## config.mk

```make
export PLATFORM = sky130hd
export DESIGN_NAME = cache_arbiter
export DESIGN_NICKNAME = d
export VERILOG_FILES = /design/src/rtl/cache_arbiter.sv
export SDC_FILE = /design/constraint.sdc
export NUM_CORES = 1
export LEC_CHECK = 0
export BUFFER_PORTS_ARGS = -buffer_cell sky130_fd_sc_hd__buf_2
export CORE_AREA = 2 2 534 536
export CTS_BUF_LIST = sky130_fd_sc_hd__clkbuf_16
export CTS_CLUSTER_DIAMETER = 50
export DETAILED_ROUTE_END_ITERATION = 8
export DIE_AREA = 0 0 536 538
export GPL_TIMING_DRIVEN = 0
export PLACE_DENSITY_LB_ADDON = 0.08
export SYNTH_ARGS = -nofsm -noshare
export SYNTH_HDL_FRONTEND = slang
export SYNTH_SLANG_ARGS = --single-unit
```

## constraint.sdc

```tcl
create_clock -name clk -period 2.65 [get_ports clk]
set_input_delay 0.3975 -clock clk [delete_from_list [all_inputs] [get_ports clk]]
set_output_delay 0.3975 -clock clk [all_outputs]
set_load 0.02 [all_outputs]
```

## src/rtl/cache_arbiter.sv

```systemverilog
// Arbitrates icache line reads and dcache line reads/writes onto one memory port.
// Define CACHE_ARB_RR_EN for round-robin on simultaneous requests; default gives dcache priority.
module cache_arbiter (
    input  logic         clk,
    input  logic         rst,

    input  logic         icache_read,
    input  logic [31:0]  icache_address,
    output logic [255:0] icache_rdata,
    output logic         icache_resp,

    input  logic         dcache_read,
    input  logic         dcache_write,
    input  logic [31:0]  dcache_address,
    input  logic [255:0] dcache_wdata,
    output logic [255:0] dcache_rdata,
    output logic         dcache_resp,

    output logic         pmem_read,
    output logic         pmem_write,
    output logic [31:0]  pmem_address,
    output logic [255:0] pmem_wdata,
    input  logic [255:0] pmem_rdata,
    input  logic         pmem_resp
);

    typedef enum logic [2:0] {
        IDLE,
        I_READ,
        D_READ,
        D_WRITE,
        RESP
    } state_t;

    state_t       state;
    logic [31:0]  addr_q;
    logic [255:0] wdata_q;
    logic [255:0] line_q;

    logic icache_req;
    logic dcache_req;
    logic grant_d;

`ifdef CACHE_ARB_RR_EN
    // Set when the most recent grant went to dcache; reset means "icache last".
    logic last_d_q;
`endif

    always_comb begin
        icache_req = icache_read;
        dcache_req = dcache_read | dcache_write;
`ifdef CACHE_ARB_RR_EN
        grant_d = dcache_req & (~icache_req | ~last_d_q);
`else
        grant_d = dcache_req;
`endif
    end

    always_ff @(posedge clk) begin
        if (rst) begin
            state       <= IDLE;
            pmem_read   <= 1'b0;
            pmem_write  <= 1'b0;
            icache_resp <= 1'b0;
            dcache_resp <= 1'b0;
            addr_q      <= '0;
            wdata_q     <= '0;
            line_q      <= '0;
`ifdef CACHE_ARB_RR_EN
            last_d_q    <= 1'b0;
`endif
        end else begin
            icache_resp <= 1'b0;
            dcache_resp <= 1'b0;
            case (state)
                IDLE: begin
                    if (icache_req || dcache_req) begin
`ifdef CACHE_ARB_RR_EN
                        last_d_q <= grant_d;
`endif
                        if (grant_d) begin
                            addr_q <= dcache_address & 32'hFFFF_FFE0;
                            // A simultaneous read+write is serviced as a write.
                            if (dcache_write) begin
                                wdata_q    <= dcache_wdata;
                                pmem_write <= 1'b1;
                                state      <= D_WRITE;
                            end else begin
                                pmem_read <= 1'b1;
                                state     <= D_READ;
                            end
                        end else begin
                            addr_q    <= icache_address & 32'hFFFF_FFE0;
                            pmem_read <= 1'b1;
                            state     <= I_READ;
                        end
                    end
                end
                I_READ, D_READ: begin
                    if (pmem_resp) begin
                        line_q    <= pmem_rdata;
                        pmem_read <= 1'b0;
                        state     <= RESP;
                        if (state == D_READ) begin
                            dcache_resp <= 1'b1;
                        end else begin
                            icache_resp <= 1'b1;
                        end
                    end
                end
                D_WRITE: begin
                    if (pmem_resp) begin
                        pmem_write  <= 1'b0;
                        dcache_resp <= 1'b1;
                        state       <= RESP;
                    end
                end
                RESP: begin
                    state <= IDLE;
                end
                default: begin
                    state <= IDLE;
                end
            endcase
        end
    end

    assign pmem_address = addr_q;
    assign pmem_wdata   = wdata_q;
    assign icache_rdata = line_q;
    assign dcache_rdata = line_q;

endmodule

```

==> flow_metrics.tcl <==
set metrics [dict create \
    grtUsageTotal 0.126 \
    maxCapViolCount 0 \
    post-place-ws_ns -0.678 \
    ys_ff_latch 546 \
    status "completed" \
    num-nets-final 5396 \
    h-tree-depth 4 \
    route.detailed.drc 0 \
    swShare 0.340 \
    synth_xor_area_frac 0.00114 \
    power_switching_uw 11900 \
    fin_crit_sh 0.916 \
    startpoint "state[1]$_SDFFE_PP0P_" \
    first_pass_iters 5 \
    die-area_um2 288000 \
    cts_buffers 146 \
    wl_per_cell_um 21.9 \
    reg2reg_from "state[1]$_SDFFE_PP0P_" \
    start_kind "register" \
    worstSetupEndpoint "pmem_address[18]$_SDFFE_PP0P_" \
    ir_worst_vdd_mv 0.394 \
    synth_common_cells "dfxtp_1 (546), a21oi_1 (541), nand2_1 (540)" \
    post-synth-top-count-cell "dfxtp_1" \
    synthMuxAreaShare 0 \
    drive_above_1_share 0.397 \
    routed_wl_um 191000 \
    fp.coreArea_um2 283000 \
    slew_headroom 0.219 \
    pwr-share-comb 0.236 \
    syn_avg_cell_area_um2 8.05 \
    ioPinCount 1386 \
    fin_cells 8710 \
    setup_violations 0 \
    hold_viol 0 \
    syn_area_um2 22000 \
    synth_compound_area_frac 0.200 \
    antenna_found_initial 52 \
    internal-power_uw 23100 \
    viasPerCell 3.21 \
    first_global_vias 28800 \
    initial_core_util 0.0776 \
    row_count 196 \
    regToRegSetupSlack_ns 0.22 \
    grt_pass1_wl_um 251000 \
    die_height_um 538 \
    fin_area_um2 43900 \
    synth_edf_count 0 \
    clkTransAtPathRegs_ns 0.05 \
    synth_fa_ha_area_frac 0 \
    hold_class "input pin to register" \
    synthSimpleGateAreaFrac 0.156 \
    synthToLayoutAreaGrowth_pct 99.5 \
    num_vias 28000 \
    hold_slack_ns 0.0679 \
    place_congestion 0.792 \
    ys.warnings.count 0 \
    synth_top_flop_cell "dfxtp_1" \
    p_leak_uw 0.0195 \
    r2r_cells 7 \
    syn_inst 2732 \
    io_buffers 1369 \
    grt_max_degree 13 \
    worst_setup_path_end_kind "register" \
    cp_max_fo 10 \
    crit_arrival_ns 3.10 \
    max_freq_ghz 0.412 \
    cts_buffer_depth 4 \
    async_flop_share 0 \
    fin_crit_ns 2.43 \
    cts-root-buf "clkbuf_16" \
    dp_cells 7869 \
    setup_ws_ns 0.222 \
    ys_seq_area_frac 0.497 \
    p_per_area_nw_per_um2 798 \
    crit_type "register to register" \
    yosysTopAreaCellShare 0.497 \
    die_w_um 536 \
    cts_tree "done" \
    ant_nets 0 \
    dr.first_iter.drc_count 1242 \
    required_ns 3.32 \
    grt-ovfl-total 0 \
    synth_largest_area_cell "dfxtp_1" \
    insertion_delay_ns 0.81 \
    worstMarginPinSlew_ns 1.17 \
    r2r-end "pmem_address[18]$_SDFFE_PP0P_" \
    dpl_cell_area_um2 33600 \
    numClockSinks 546 \
    fill_cells 32700 \
    power_uw 35000 \
    seqPwrFrac 0.279 \
    skew_ns 0.0709 \
    hpwl_um 158000 \
    slew_violations 0 \
    synth_top_family_by_area "compound AO/OA/AOI/OAI gates" \
    synth_area_leaders "dfxtp_1 (50%), a21oi_1 (12%), nand2_1 (9.2%), buf_4 (8.9%), o21ai_0 (6.4%)" \
    synth_cell_type_count 29 \
    clockPowerShare 0.486 \
]
metrics by stage:
step           setup TNS, ns   util
6_report                   0  0.155
5_1_grt             -0.00997  0.155
4_1_cts                    0  0.155
3_3_place_gp         -530.56  0.118
3_5_place_dp         -149.79  0.119
2_1_floorplan              0      -
power groups by stage:
stage | Clock (uW) | Sequential [uW] | Combinational (uW)
5_1_grt | 18100 | 9860 | 8960
3_5_place_dp | 0 | 9950 | 7680
6_report | 17000 | 9760 | 8250
4_1_cts | 17700 | 9800 | 8510
3_3_place_gp | 0 | 9920 | 7730
2_1_floorplan | 0 | 10500 | 3130
worst max-delay path, stage by stage (launching register included):
cell and delay [ns]:
dfxtp_1 0.29, buf_2 0.26, nor3_1 0.23, and2_1 0.15
buf_2 0.36, buf_2 0.35, a311oi_1 0.13, dlygate4sd3_1 0.60
layout make-up:
type / count / area (um2) / share of cell area
tap: 3762 / 4710 / 0.107
timing repair buffer: 1930 / 12500 / 0.285
buffer: 513 / 3240 / 0.0737
sequential: 546 / 10900 / 0.249
clock buffer: 147 / 3680 / 0.0838
multi-input combinational: 1676 / 7900 / 0.180
antenna: 35 / 87.6 / 0.00200
clock inverter: 100 / 841 / 0.0192
inverter: 1 / 3.75 / 0.0000856
per-layer routing:
metal	vias to the layer above	global-route usage	part of all wire
li1	13300	-	-
met1	13300	0.140	0.39
met2	1145	0.230	0.51
met3	224	0.0431	0.081
met4	16	0.0300	0.023
met5	-	0	0.00054
state kept, by name, indices dropped and copies added (netlist names):
name and count:
dcache_rdata 256, pmem_wdata 256, pmem_address 27, state 3, dcache_resp 1, icache_resp 1, pmem_read 1, pmem_write 1
cell families (layout without fill, tap and decap cells):
family / Yosys count / in the layout
AOI/OAI and AO/OA: 856 / 856
xor gates and xnor gates: 2 / 2
DFF: 546 / 546
other: 1 / 40
and+or+nand+nor: 813 / 813
buffers and inverters: 514 / 2691
worst min path at each step:
stage,from,endpoint,cells past startpoint
after CTS,pmem_rdata[87],dcache_rdata[87]$_SDFFE_PP0P_,3
after floorplan,state[2]$_SDFFE_PP0P_,state[1]$_SDFFE_PP0P_,2
final,pmem_rdata[92],dcache_rdata[92]$_SDFFE_PP0P_,3
after detailed placement,pmem_wdata[123]$_SDFFE_PP0P_,pmem_wdata[123]$_SDFFE_PP0P_,2
after global routing,pmem_rdata[87],dcache_rdata[87]$_SDFFE_PP0P_,3
after global placement,pmem_wdata[17]$_SDFFE_PP0P_,pmem_wdata[17]$_SDFFE_PP0P_,2
cell usage in the layout (no fill, tap or decap), types with 29 or more instances in the layout:
master,n
a21oi_1,541
buf_2,1436
buf_4,264
buf_6,29
clkbuf_1,139
clkbuf_16,147
dfxtp_1,546
diode_2,35
dlygate4sd3_1,558
nand2_1,540
nand3_1,256
o21ai_0,281
timing repair:
item	4_1_cts	5_1_grt
pin swaps	1	1
hold endpoints to repair	532	0
setup buffers	0	1
setup endpoints to repair	337	25
hold buffers	558	0
gates resized for setup	14	1
Note: power is estimated with default switching activity, not from simulation.
